==> src/rtl/fetch_ctrl_if.sv <==
// -----------------------------------------------------------------------------
// fetch_ctrl_if
// Bundles the two handshake buses of the fetch sequencer:
//   - instruction-memory request/response (req/gnt, then rvalid/rdata)
//   - fetched-instruction channel to decode (valid/ready)
// Modports:
//   master : the fetch sequencer side (drives req/addr and instr_*)
//   slave  : the memory + decode side (drives gnt/rvalid/rdata and ready)
// -----------------------------------------------------------------------------
interface fetch_ctrl_if #(
    parameter int WIDTH = 32
);
    logic             imem_req;
    logic [WIDTH-1:0] imem_addr;
    logic             imem_gnt;
    logic             imem_rvalid;
    logic [WIDTH-1:0] imem_rdata;
    logic             instr_valid;
    logic             instr_ready;
    logic [WIDTH-1:0] instr;
    logic [WIDTH-1:0] instr_pc;

    modport master (
        output imem_req,
        output imem_addr,
        input  imem_gnt,
        input  imem_rvalid,
        input  imem_rdata,
        output instr_valid,
        input  instr_ready,
        output instr,
        output instr_pc
    );

    modport slave (
        input  imem_req,
        input  imem_addr,
        output imem_gnt,
        output imem_rvalid,
        output imem_rdata,
        input  instr_valid,
        output instr_ready,
        input  instr,
        input  instr_pc
    );
endinterface

==> src/rtl/fetch_ctrl.sv <==
// -----------------------------------------------------------------------------
// fetch_ctrl
// Fetch sequencer. Steers an external PC register (next_pc / pc_sel / halt),
// fetches one instruction at a time from instruction memory at the current
// PC and hands it to decode. Redirects from execute reload the PC; fetches
// that were in flight when a redirect arrived are discarded.
//
// Ports:
//   clk, rst_i          clock, asynchronous active-low reset
//   pc                  current PC register value
//   next_pc, pc_sel     PC load value / select (1 = load next_pc, 0 = +4)
//   halt                1 = PC register holds its value this cycle
//   bus (master)        imem req/gnt/rvalid bus and decode valid/ready bus
//   redirect_valid      one-cycle redirect pulse from execute
//   redirect_target     redirect address (low two bits ignored)
//   halt_req            level request to stop fetching
//   halted              1 while the sequencer sits in HALT
// -----------------------------------------------------------------------------
module fetch_ctrl #(
    parameter int WIDTH = 32
) (
    input  logic             clk,
    input  logic             rst_i,
    input  logic [WIDTH-1:0] pc,
    output logic [WIDTH-1:0] next_pc,
    output logic             pc_sel,
    output logic             halt,
    fetch_ctrl_if.master     bus,
    input  logic             redirect_valid,
    input  logic [WIDTH-1:0] redirect_target,
    input  logic             halt_req,
    output logic             halted
);

    typedef enum logic [2:0] {
        ST_IDLE = 3'd0,
        ST_REQ  = 3'd1,
        ST_WAIT = 3'd2,
        ST_OUT  = 3'd3,
        ST_HALT = 3'd4
    } state_e;

    // Instructions are word aligned: redirect targets lose their low two bits.
    localparam logic [WIDTH-1:0] ALIGN_MASK = {{(WIDTH-2){1'b1}}, 2'b00};

    state_e           state_q, state_d;
    logic [WIDTH-1:0] instr_q, instr_d;
    logic [WIDTH-1:0] instr_pc_q, instr_pc_d;
    logic             instr_valid_q, instr_valid_d;
    logic             pend_q, pend_d;
    logic [WIDTH-1:0] pend_tgt_q, pend_tgt_d;
    logic [WIDTH-1:0] redir_aligned_s;

    assign redir_aligned_s = redirect_target & ALIGN_MASK;

    assign bus.instr       = instr_q;
    assign bus.instr_pc    = instr_pc_q;
    assign bus.instr_valid = instr_valid_q;

    // State and datapath registers with asynchronous active-low reset.
    always_ff @(posedge clk or negedge rst_i) begin
        if (!rst_i) begin
            state_q       <= ST_IDLE;
            instr_q       <= {WIDTH{1'b0}};
            instr_pc_q    <= {WIDTH{1'b0}};
            instr_valid_q <= 1'b0;
            pend_q        <= 1'b0;
            pend_tgt_q    <= {WIDTH{1'b0}};
        end else begin
            state_q       <= state_d;
            instr_q       <= instr_d;
            instr_pc_q    <= instr_pc_d;
            instr_valid_q <= instr_valid_d;
            pend_q        <= pend_d;
            pend_tgt_q    <= pend_tgt_d;
        end
    end

    // Next-state and PC/memory control decode.
    always_comb begin
        state_d       = state_q;
        instr_d       = instr_q;
        instr_pc_d    = instr_pc_q;
        instr_valid_d = instr_valid_q;
        pend_d        = pend_q;
        pend_tgt_d    = pend_tgt_q;
        halt          = 1'b1;
        pc_sel        = 1'b0;
        next_pc       = redir_aligned_s;
        bus.imem_req  = 1'b0;
        bus.imem_addr = pc;
        halted        = 1'b0;

        case (state_q)
            ST_IDLE: begin
                // rst_i gate keeps pc_sel low while reset is asserted.
                if (redirect_valid && rst_i) begin
                    pc_sel = 1'b1;
                    halt   = 1'b0;
                end else begin
                    pc_sel = 1'b0;
                end
                if (halt_req) begin
                    state_d = ST_HALT;
                end else begin
                    state_d = ST_REQ;
                end
            end

            ST_REQ: begin
                // PC is frozen here, so imem_addr stays stable until gnt.
                bus.imem_req = 1'b1;
                if (redirect_valid) begin
                    pend_d     = 1'b1;
                    pend_tgt_d = redir_aligned_s;
                end else begin
                    pend_d = pend_q;
                end
                if (bus.imem_gnt) begin
                    state_d = ST_WAIT;
                end else begin
                    state_d = ST_REQ;
                end
            end

            ST_WAIT: begin
                if (bus.imem_rvalid) begin
                    if (redirect_valid || pend_q) begin
                        // Response belongs to the abandoned path: drop it and
                        // load the newest redirect target instead.
                        pc_sel  = 1'b1;
                        halt    = 1'b0;
                        next_pc = redirect_valid ? redir_aligned_s : pend_tgt_q;
                        pend_d  = 1'b0;
                        state_d = ST_REQ;
                    end else begin
                        instr_d       = bus.imem_rdata;
                        instr_pc_d    = pc;
                        instr_valid_d = 1'b1;
                        halt          = 1'b0;
                        state_d       = ST_OUT;
                    end
                end else if (redirect_valid) begin
                    pend_d     = 1'b1;
                    pend_tgt_d = redir_aligned_s;
                end else begin
                    state_d = ST_WAIT;
                end
            end

            ST_OUT: begin
                // A redirect retires the held instruction even without ready.
                if (redirect_valid) begin
                    instr_valid_d = 1'b0;
                    pc_sel        = 1'b1;
                    halt          = 1'b0;
                    state_d       = halt_req ? ST_HALT : ST_REQ;
                end else if (bus.instr_ready) begin
                    instr_valid_d = 1'b0;
                    state_d       = halt_req ? ST_HALT : ST_REQ;
                end else begin
                    state_d = ST_OUT;
                end
            end

            ST_HALT: begin
                halted = 1'b1;
                if (redirect_valid) begin
                    pc_sel = 1'b1;
                    halt   = 1'b0;
                end else begin
                    pc_sel = 1'b0;
                end
                if (halt_req) begin
                    state_d = ST_HALT;
                end else begin
                    state_d = ST_REQ;
                end
            end

            default: begin
                state_d       = ST_IDLE;
                instr_valid_d = 1'b0;
                pend_d        = 1'b0;
            end
        endcase
    end

endmodule

==> src/flat_wrapper.sv <==
// flat-port wrapper written by rule: the top's interface ports become plain ports
module fetch_ctrl_flat 
#(
    parameter int WIDTH = 32
)
  (clk, rst_i, pc, next_pc, pc_sel, halt, redirect_valid, redirect_target, halt_req, halted, bus_imem_req, bus_imem_addr, bus_imem_gnt, bus_imem_rvalid, bus_imem_rdata, bus_instr_valid, bus_instr_ready, bus_instr, bus_instr_pc);
  fetch_ctrl_if #(.WIDTH(WIDTH)) bus_i ();
  input  logic clk;
  input  logic rst_i;
  input  logic [WIDTH-1:0] pc;
  output logic [WIDTH-1:0] next_pc;
  output logic pc_sel;
  output logic halt;
  input  logic redirect_valid;
  input  logic [WIDTH-1:0] redirect_target;
  input  logic halt_req;
  output logic halted;
  output wire logic [$bits(bus_i.imem_req)-1:0] bus_imem_req;
  output wire logic [$bits(bus_i.imem_addr)-1:0] bus_imem_addr;
  input wire logic [$bits(bus_i.imem_gnt)-1:0] bus_imem_gnt;
  input wire logic [$bits(bus_i.imem_rvalid)-1:0] bus_imem_rvalid;
  input wire logic [$bits(bus_i.imem_rdata)-1:0] bus_imem_rdata;
  output wire logic [$bits(bus_i.instr_valid)-1:0] bus_instr_valid;
  input wire logic [$bits(bus_i.instr_ready)-1:0] bus_instr_ready;
  output wire logic [$bits(bus_i.instr)-1:0] bus_instr;
  output wire logic [$bits(bus_i.instr_pc)-1:0] bus_instr_pc;
  assign bus_imem_req = bus_i.imem_req;
  assign bus_imem_addr = bus_i.imem_addr;
  assign bus_i.imem_gnt = bus_imem_gnt;
  assign bus_i.imem_rvalid = bus_imem_rvalid;
  assign bus_i.imem_rdata = bus_imem_rdata;
  assign bus_instr_valid = bus_i.instr_valid;
  assign bus_i.instr_ready = bus_instr_ready;
  assign bus_instr = bus_i.instr;
  assign bus_instr_pc = bus_i.instr_pc;
  fetch_ctrl #(.WIDTH(WIDTH)) u_core (.clk(clk), .rst_i(rst_i), .pc(pc), .next_pc(next_pc), .pc_sel(pc_sel), .halt(halt), .bus(bus_i), .redirect_valid(redirect_valid), .redirect_target(redirect_target), .halt_req(halt_req), .halted(halted));
endmodule
==> config.mk <==
export PLATFORM = sky130hd
export DESIGN_NAME = fetch_ctrl_flat
export DESIGN_NICKNAME = d
export VERILOG_FILES = /design/src/rtl/fetch_ctrl_if.sv /design/src/rtl/fetch_ctrl.sv /design/src/flat_wrapper.sv
export SDC_FILE = /design/constraint.sdc
export NUM_CORES = 1
export LEC_CHECK = 0
export CAP_MARGIN = 5
export CORE_MARGIN = 10
export CORE_UTILIZATION = 47
export CTS_BUF_LIST = sky130_fd_sc_hd__clkbuf_4
export DETAILED_ROUTE_END_ITERATION = 7
export GPL_TIMING_DRIVEN = 1
export PLACE_DENSITY = 0.88
export REMOVE_ABC_BUFFERS = 1
export SLEW_MARGIN = 20
export SYNTH_ARGS = -nofsm -noshare
export SYNTH_HDL_FRONTEND = slang
export SYNTH_SLANG_ARGS = --single-unit
==> constraint.sdc <==
create_clock -name clk -period 3.2 [get_ports clk]
set_clock_uncertainty 0.2 [all_clocks]
set_input_delay 0.64 -clock clk [delete_from_list [all_inputs] [get_ports clk]]
set_output_delay 0.64 -clock clk [all_outputs]
set_load 0.005 [all_outputs]
## Yosys cells after proc, flatten, opt, wreduce, memory -nomap -nowiden

Cells that the tools add are included.

- Word-level logic and storage cells: 65
- Bits in registers: 101
- Output and inout port bits: 133
- Input bits: 103

- Equal/unequal tests: 10
- Muxes and demuxes: 34
- Bitwise logic cells: 3
- Reduce and logical (&&, ||, !) cells: 12

Operators with widths:

| kind | number |
|---|---|
| $mux W32 | 5 |
| $pmux W32 S2 | 1 |
| $mux W1 | 16 |
| $mux W3 | 5 |
| $pmux W1 S3 | 4 |
| $pmux W3 S4 | 1 |
| $eq A3 B2 Y1 const B | 2 |
| $ne A2 B2 Y1 const B | 3 |
| $ne A3 B3 Y1 const B | 2 |
| $reduce_or A3 Y1 | 2 |
| $mux W2 | 2 |
| $reduce_and A2 Y1 | 2 |
| $reduce_and A4 Y1 | 1 |
| $reduce_or A2 Y1 | 2 |
| $eq A3 B1 Y1 const B | 1 |
| $eq A3 B3 Y1 const B | 1 |
| $logic_not A3 Y1 | 1 |
| $ne A3 B2 Y1 const B | 1 |
| $not A1 Y1 | 3 |
| $reduce_and A3 Y1 | 1 |
| $reduce_bool A2 Y1 | 1 |
| $logic_and A1 B1 Y1 | 1 |
| $logic_or A1 B1 Y1 | 1 |

## Logic depth before layout (Yosys ltp)

Gate-level depths: netlist of the first run.

- Word-level depth: 4
- Depth in mapped cells: 6
- Mapped depth without buffers: 3

## Least setup slack after synthesis of the first run

OpenSTA, ideal clock, no wires.

- Path type: in2out
- From: in bus_imem_rvalid
- To: out next_pc[12]
- Stages on the path: 5
- Arrival time: 1.725 ns
- Data required time: 2.360 ns
- Slack: 0.635 ns
- Cell sequence: nand4bb_1 > or3b_1 > buf_6 > buf_6 > mux2_4

- Cells in the longest elaborated chain, start to end: 2

Ends and longest elaborated chain:

| element | line | source |
|---|---|---|
| from (decl) | flat_wrapper.sv:21 | `input wire logic [$bits(bus_i.imem_rvalid)-1:0] bus_imem_rvalid;` |
| $mux W32 | fetch_ctrl.sv:127 | `if (bus.imem_rvalid) begin` |
| $mux W32 | fetch_ctrl.sv:94 | `case (state_q)` |
| to (decl) | flat_wrapper.sv:11 | `output logic [WIDTH-1:0] next_pc;` |

Every way passes these cells.

## Worst setup path after layout of the first run

- From: reg u_core.state_q[1]
- To: out next_pc[24]

- Cells in the longest elaborated chain, start to end: 2

Ends and longest elaborated chain:

| element | line | source |
|---|---|---|
| from (decl) | fetch_ctrl.sv:46 | `state_e state_q, state_d;` |
| from (signal assigned) | fetch_ctrl.sv:70 | `state_q <= state_d;` |
| $eq A3 B2 Y1 | fetch_ctrl.sv:94 |  |
| $mux W32 | fetch_ctrl.sv:94 |  |

Every way passes these cells.

==> results.cfg, run 1 <==
[yosys]
synthCells = 434
synth-async-reset-ratio_pct = 100
yosysWarnings = 0
synth-edff-count = 0
ys.flop_type = dfrtp_1
synthesis.area_mm2 = 0.00534
avgSynthCellArea_um2 = 12.3
ys_ff_latch = 101
seq_area_frac_synth_pct = 47.3
ys_types = 32

[clocking]
clk_pin_slew_worst_paths_ns = 0.14
cts_max_level = 3
clock_latency_ns = 0.46
cts_buffers = 9
root_buffer = clkbuf_4
clkSinkCount = 101
cts_tree = done
max-clock-path-buffers = 2

[routing]
drt-total-wl_um = 17400
route.detailed.drc = 0
via_per_inst = 5.62
ant_nets = 0
wl_per_cell_um = 22.4
vias = 4354
first_pass_iters = 5
drt_iter0_markers = 390

[worst_setup_path]
critPathCaptureType = primary output
path_max_fanout = 7
critPathMaxStageDelay_ns = 0.49
cp.arrival_ns = 2.34
path_cells = buf_6 -> nand4bb_1 -> or3b_4 -> buf_8 -> buf_4 -> mux2_4 -> clkbuf_2
critPathLaunchType = register
worstRegToRegCells = 6
crit_path_top_delay_cell = or3b_4
crit_type = reg2out
required_ns = 2.36

[sta]
max_freq_mhz = 315
period_needed_ns = 3.18
drv_slew = 0
holdWs_ns = 0.307
tightest_slew_ns = 0.753
rsz0062_at_grt = true
hold_viol = 0
finalSetupViolCount = 0
max_slew_margin_pct = 49.8
fin_crit_sh_pct = 99.3

[place]
hpwl_um = 13000
io_buffers = 233
gp_congestion = 0.856

[layout]
finalNetCount = 733
diodes = 0
area_growth_pct = 44.0
drive_gt1_share_pct = 30.9
final_util_pct = 70.0

[die]
io_pins = 236
core_mm2 = 0.0110
start_util_pct = 48.6
die_x_um = 127
die_area_mm2 = 0.0160
die_h_um = 127
row_count = 38

[run_status]
outcome = complete, no violations

[global_routing]
grt_pass1_vias = 4561
grt_usage_pct = 20.9
use_met2_pct = 34.6
grt_max_degree = 83
grt_remaining_overflow = 0
top_usage_layer = met2
grt_pass1_wl_um = 26800
met1_usage_pct = 25.8
grt_use_met3_pct = 7.25
grt_antenna_before_repair = 1

[flow_run]
cap_violations = 0

[worst_hold_path]
hold_class = reg2reg
hold_depth = 2

[pwr]
power-per-cell-area_mw_per_mm2 = 752
leakage_nw = 3.28
vdd_drop_max_mv = 0.400
[worst max-delay path, delay by kind of cell, from the launching register on]
kind          cells  cell delay [ns]
buf+inv           4             0.52
simple gates      2             0.62
mux               1             0.28
flops             1             0.45
[area by class of cell]
type	count	area, um2
multi-input cells	260	2380
well taps	140	175
repair buffers	255	2460
clock inverters	5	51.3
fillers	764	3290
inverters	3	11.3
clock buffers	11	82.6
flip-flops and latches	101	2530
[cell families after synthesis]
family / synth area share, %
AOI/OAI and AO/OA: 11.1
buffers and inverters: 8.15
DFF: 47.3
muxes: 22.2
and+or+nand+nor: 11.3
[worst paths after layout]
check / startpoint / endpoint / slack, ns
max in group asynchronous: rst_i / u_core.pend_tgt_q[10] / 1.25
min in group asynchronous: rst_i / u_core.pend_tgt_q[6] / 0.53
min reg2reg: u_core.pend_tgt_q[0] / u_core.pend_tgt_q[0] / 0.31
max reg2reg: u_core.state_q[1] / u_core.bus.instr_pc[0] / 1.22
max: u_core.state_q[1] / next_pc[24] / 0.02
min: u_core.pend_tgt_q[0] / u_core.pend_tgt_q[0] / 0.31
[synth_stat cells (2+ instances only)]
cell | count | area share (%)
a21oi_1 | 5 | 0.47
buf_2 | 9 | 0.84
buf_4 | 32 | 4.5
buf_6 | 4 | 0.84
clkbuf_1 | 24 | 1.7
dfrtp_1 | 101 | 47
inv_1 | 3 | 0.21
mux2_2 | 67 | 14
mux2_4 | 28 | 7.9
nand2_1 | 3 | 0.21
nand2b_1 | 3 | 0.35
nand4bb_1 | 2 | 0.42
nor2_1 | 9 | 0.63
nor2b_1 | 33 | 3.9
nor4b_1 | 29 | 4.8
o21a_1 | 3 | 0.42
o21ai_0 | 34 | 3.2
o221a_2 | 30 | 6.3
o22ai_1 | 2 | 0.23
[per-stage QoR]
step	total power, mW	worst slack (ns)	cell area, um2	setup TNS (ns)	instances
global placement	4.97	-0.447	7570	-13.41	751
global route	6.14	-0.0617	7690	-0.156	775
detailed placement	5.12	-0.444	7570	-13.22	751
finish	5.78	0.0225	7690	0	775
CTS	5.80	-0.0740	7750	-0.220	778
floorplan	3.49	-0.536	4920	-43.58	364
[sequential cells by signal, summed over array words and instances (netlist names)]
| register | flops |
|---|---|
| u_core.bus.instr | 32 |
| u_core.state_q | 3 |
| u_core.pend_tgt_q | 32 |
| u_core.bus.instr_pc | 32 |
| u_core.bus.instr_valid | 1 |
| u_core.pend_q | 1 |
[cells in the final DEF (no fill, tap or decap), drive strengths merged, types with 3 or more instances in the layout]
cell type      count
dlygate4sd2        4
inv                3
clkbuf            16
clkdlybuf4s50    198
dfrtp            101
o21a               3
buf               47
nand2              3
a21oi              5
nor4b             29
nor2b             33
mux2              95
clkinv             3
o21ai             34
nand2b             3
o221a             30
nor2               9
[layer usage]
metal / share of wire (%) / vias up
met5: 0.040 / -
met4: 0.90 / 2
met3: 9.5 / 18
met2: 49 / 220
met1: 40 / 2155
li1: - / 1959
[report_power, final]
part	internal [mW]	switching (mW)	total (mW)	leakage (nW)
Sequential	1.88	0.413	2.29	1.25
Clock	0.251	0.417	0.668	0.0743
Combinational	1.78	1.04	2.82	1.96
[what timing repair did]
| item | in CTS | in global routing |
|---|---|---|
| cloned | 2 | 0 |
| hold buffers | 1 | 0 |
| setup buffers | 8 | 1 |
| resized for setup | 119 | 21 |
| setup endpoints to repair | 34 | 31 |
| endpoints found under the hold margin | 19 | 0 |
| pin swaps | 1 | 1 |
No activity file was read; power rests on OpenSTA's default activity.
==> inputs of run 2 (changes only) <==
--- a/config.mk
+++ b/config.mk
@@ -13,6 +13,7 @@
 export GPL_TIMING_DRIVEN = 1
 export PLACE_DENSITY = 0.88
 export REMOVE_ABC_BUFFERS = 1
+export SKIP_CTS_REPAIR_TIMING = 1
 export SLEW_MARGIN = 20
 export SYNTH_ARGS = -nofsm -noshare
 export SYNTH_HDL_FRONTEND = slang
==> run 2 against run 1 <==
  * Global-route usage is 0.53 points lower
  * Clock power hardly changed
  * Setup slack worse by 0.078 ns
  * Die area stayed put
  * The run now ends with negative setup slack left
  * Fmax down 2.4%
  * Largest cell class is now buffers
  * Cell count increased by 0.90%
  * Routed wire length rose by 1.4%
  * Non-clock buffer count increased by 7
  * Combinational power increased by 2%
  * Utilization rose by 1.8 points
  * Count of clock-buffer cells in the layout did not move
  * Via count rose by 1.7%
==> results.cfg, run 2 (synthesis results as in run 1) <==
[clocking]
cts_max_level = 3
cts_buffers = 9
clock_latency_ns = 0.46
clk_pin_slew_worst_paths_ns = 0.14
root_buffer = clkbuf_4
cts_tree = done
max-clock-path-buffers = 2
clkSinkCount = 101

[global_routing]
grt_pass1_vias = 4466
grt_antenna_before_repair = 0
grt_max_degree = 83
grt_remaining_overflow = 0
grt_pass1_wl_um = 26200
grt_usage_pct = 20.4

[worst_setup_path]
path_cells = clkdlybuf4s50_1 -> or3b_4 -> buf_4 -> buf_6 -> buf_4 -> mux2_4 -> clkbuf_2
critPathCaptureType = primary output
critPathLaunchType = primary input
path_max_fanout = 4
crit_cells = 7
critPathMaxStageDelay_ns = 0.49
crit_path_top_delay_cell = clkdlybuf4s50_1
crit_type = in2out
cp.arrival_ns = 2.42
critPathTopFamily = buffers and inverters
worst-path-buf-inv = 5
worstRegToRegCells = 5
required_ns = 2.36
worst_path_most_repeated_cell = buf_4

[layout]
layout_commonest_cell = clkdlybuf4s50_1
finalNetCount = 740
drive_gt1_share_pct = 29.9
area_growth_pct = 47.8
stdcell_count = 782
final_cell_mix = 198 x clkdlybuf4s50_1, 100 x dfrtp_1, 67 x mux2_2
diodes = 0
final_cell_area_mm2 = 0.00789
fill_cells = 728

[flow_run]
cap_violations = 0

[place]
place_area_mm2 = 0.00757
gp_congestion = 0.856
place_inst = 751
io_buffers = 233
hpwl_um = 13000

[pwr]
clkPwrFrac_pct = 11.4
combPwrFrac_pct = 49.2
intPower_mw = 3.96
power-per-cell-area_mw_per_mm2 = 741
vdd_drop_max_mv = 0.399
netSwitchingFraction_pct = 32.4
pwr-share-seq_pct = 39.4
leakage_nw = 3.48
p_sw_mw = 1.89
p_total_mw = 5.85

[routing]
vias = 4429
ant_nets = 0
route.detailed.drc = 0
via_per_inst = 5.66
drt_iter0_markers = 393
wl_per_cell_um = 22.5
drt-total-wl_um = 17600
first_pass_iters = 4

[die]
die_h_um = 127
die_area_mm2 = 0.0160
die_x_um = 127
io_pins = 236
core_mm2 = 0.0110
row_count = 38
start_util_pct = 48.6

[worst_hold_path]
hold_class = reg2reg
hold_depth = 2

[sta]
period_needed_ns = 3.26
drv_slew = 0
fin_setup_tns_ns = -0.167
max_slew_margin_pct = 49.4
fin_crit_sh_pct = 102
finalSetupViolCount = 4
tightest_slew_ns = 0.760
fin_ws_ns = -0.0556
max_freq_mhz = 307
hold_viol = 0
rsz0062_at_grt = true

[run_status]
outcome = complete, but fails checks
violations = negative setup slack
## run 2: changes by cell type in the layout (fill, tap and decap cells not counted), sizes merged
cell and delta:
dlymetal6s2s +16, clkbuf +13, buf -18, dlygate4sd2 -4
## run 2: power by group through the flow
stage                     clock (mW)  combinational (mW)  sequential (mW)
after floorplan                    0                1.12             2.37
after global routing           0.732                3.09             2.38
after global placement             0                2.71             2.26
after detailed placement           0                2.82             2.30
after CTS                      0.684                2.81             2.28
final                          0.665                2.88             2.31
## run 2: metrics by stage
stage	utilization, %	setup slack, ns	hold WS [ns]
floorplan	-	-0.536	0.144
global placement	68.9	-0.447	0.286
detailed placement	68.9	-0.444	0.289
CTS	70.1	-0.457	-0.0770
global route	71.9	-0.0922	0.334
finish	71.9	-0.0556	0.307
## run 2: cell type report
class                           instances  area (um2)  area share (%)
Clock buffer                           11        82.6            1.05
Clock inverter                          5        51.3           0.650
Inverter                                3        11.3           0.143
Multi-Input combinational cell        260        2400            30.4
Sequential cell                       101        2530            32.0
Tap cell                              140         175            2.22
Timing Repair Buffer                  262        2640            33.5
## run 2: worst paths after layout
check / start / slack (ns) / end
min: u_core.pend_tgt_q[0] / 0.31 / u_core.pend_tgt_q[0]
min in group asynchronous: rst_i / 0.53 / u_core.pend_tgt_q[6]
max: redirect_valid / -0.06 / next_pc[8]
min reg2reg: u_core.pend_tgt_q[0] / 0.31 / u_core.pend_tgt_q[0]
max reg2reg: u_core.state_q[2] / 1.26 / u_core.pend_tgt_q[20]
max in group asynchronous: rst_i / 1.23 / u_core.state_q[1]
## run 2: worst reg2reg max path, cell delays in order, from the launching register on
cell and delay (ns):
dfrtp_1 0.41, buf_4 0.28, nor2b_1 0.27, nand4bb_1 0.14, buf_4 0.25, o221a_2 0.30
## run 2: routing by layer
layer  global-route usage [%]  wire (um)
met1                     25.4       6920
met2                     33.1       8700
met3                     7.46       1770
met4                     4.55        208
met5                        0          0
==> inputs of run 3 (changes only) <==
--- a/config.mk
+++ b/config.mk
@@ -5,7 +5,9 @@
 export SDC_FILE = /design/constraint.sdc
 export NUM_CORES = 1
 export LEC_CHECK = 0
+export ABC_AREA = 0
 export CAP_MARGIN = 5
+export CORE_ASPECT_RATIO = 0.6
 export CORE_MARGIN = 10
 export CORE_UTILIZATION = 47
 export CTS_BUF_LIST = sky130_fd_sc_hd__clkbuf_4
==> run 3 against run 2 <==
  * The run still ends with negative setup slack left
  * Hold slack improved by 0.017 ns
  * Routed wire length rose by 0.74%
  * First-iteration DRC count fell by 22%
  * Critical path depth did not move
  * Critical path type is now reg2out
  * Largest cell class unchanged
  * Largest power group unchanged
==> results.cfg, run 3 (synthesis results as in run 1) <==
[run_status]
outcome = complete, but fails checks
violations = negative setup slack

[sta]
fin_ws_ns = -0.0481
period_needed_ns = 3.25
max_freq_mhz = 308
rsz0062_at_grt = true
finalSetupViolCount = 12
fin_crit_sh_pct = 102
tightest_slew_ns = 0.868
hold_viol = 0
drv_slew = 0
max_slew_margin_pct = 42.1

[layout]
diodes = 0
seq_area_mm2 = 0.00253
fill_cells = 770
drive_gt1_share_pct = 32.7
area_growth_pct = 49.9
final_cell_mix = 198 x clkdlybuf4s50_1, 100 x dfrtp_1, 67 x mux2_2
layout_commonest_cell = clkdlybuf4s50_1
stdcell_count = 799
multi_input_comb_area_mm2 = 0.00239
finalNetCount = 753

[place]
place_ws_ns = -0.453
place_inst = 756
gp_congestion = 0.835
io_buffers = 233
hpwl_um = 12400

[die]
io_pins = 236
core_mm2 = 0.0112
start_util_pct = 47.8
row_count = 30
die_h_um = 103
die_area_mm2 = 0.0162
die_x_um = 158

[worst_setup_path]
crit_type = reg2out
path_cells = nand4bb_1 -> or3b_4 -> buf_12 -> buf_12 -> buf_6 -> mux2_4 -> buf_6
critPathMaxStageDelay_ns = 0.47
r2r_start = u_core.state_q[2]
critPathTopFamily = simple AND/OR/NAND/NOR gates
worst-path-buf-inv = 4
required_ns = 2.36
critPathCaptureType = primary output
critPathLaunchType = register
path_max_fanout = 7
worstRegToRegCells = 5
cp.arrival_ns = 2.41
crit_path_top_delay_cell = or3b_4
crit_cells = 7
crit_start = u_core.state_q[0]

[worst_hold_path]
hold_path_startpoint = u_core.bus.instr[24]
hold_depth = 1
hold_class = reg2reg

[global_routing]
grt_pass1_vias = 4510
grt_usage_pct = 19.9
grt_antenna_before_repair = 0
grt_remaining_overflow = 0
grt_pass1_wl_um = 25500
grt_max_degree = 72

[clocking]
root_buffer = clkbuf_4
cts_tree = done
max-clock-path-buffers = 2
clock_latency_ns = 0.46
cts_buffers = 9
clkSinkCount = 101
clk_pin_slew_worst_paths_ns = 0.18
cts_max_level = 3

[routing]
route.detailed.drc = 0
ant_nets = 0
drt-total-wl_um = 17700
via_per_inst = 5.58
vias = 4459
first_pass_iters = 4
drt_iter0_markers = 308
wl_per_cell_um = 22.2

[pwr]
power-per-cell-area_mw_per_mm2 = 725
p_total_mw = 5.81
vdd_drop_max_mv = 0.344
leakage_nw = 3.49

[flow_run]
cap_violations = 0
==> run 3: cell types whose count changed in the layout (fill, tap and decap cells not counted), moves of 2 or more <==
cell and change:
buf_6 +15, dlymetal6s2s_1 -8, buf_4 +4, clkbuf_4 -2, clkinv_2 -2, inv_6 +2
==> run 3: routing by layer <==
| metal | share of wire, % | track usage (%) | vias to the layer above |
|---|---|---|---|
| li1 | - | - | 1995 |
| met1 | 40 | 24.5 | 2243 |
| met2 | 51 | 33.9 | 209 |
| met3 | 8.0 | 6.42 | 12 |
| met4 | 0.90 | 3.86 | 0 |
| met5 | 0 | 0 | - |
==> run 3: cell type report <==
class	instances	share of cell area [%]
timing repair buffer	275	34.6
sequential	101	31.6
multi-input combinational	260	29.9
tap	144	2.25
clock buffer	9	0.844
clock inverter	7	0.703
inverter	3	0.141
==> run 3: final timing paths <==
kind	slack, ns	endpoint
worst max-delay path	-0.05	next_pc[20]
worst min-delay path	0.32	u_core.bus.instr[24]
worst max register to register	1.16	u_core.pend_tgt_q[20]
worst min register to register	0.32	u_core.bus.instr[24]
max in group asynchronous	0.99	u_core.bus.instr_pc[6]
min in group asynchronous	0.56	u_core.bus.instr[17]
==> run 3: per-stage QoR <==
stage          setup TNS, ns  utilization, %  cell area (um2)  hold slack [ns]
2_1_floorplan         -43.58               -             4920            0.144
3_3_place_gp          -12.75            67.8             7580            0.286
3_5_place_dp          -13.52            67.8             7580            0.291
4_1_cts               -14.02            68.9             7710          -0.0201
5_1_grt                -1.86            71.6             8010            0.332
6_report              -0.351            71.6             8010            0.323
==> run 3: power breakdown <==
group / switching, mW / internal (mW) / leakage, nW
Clock: 0.474 / 0.170 / 0.0625
Sequential: 0.399 / 1.88 / 1.25
Combinational: 1.07 / 1.82 / 2.18
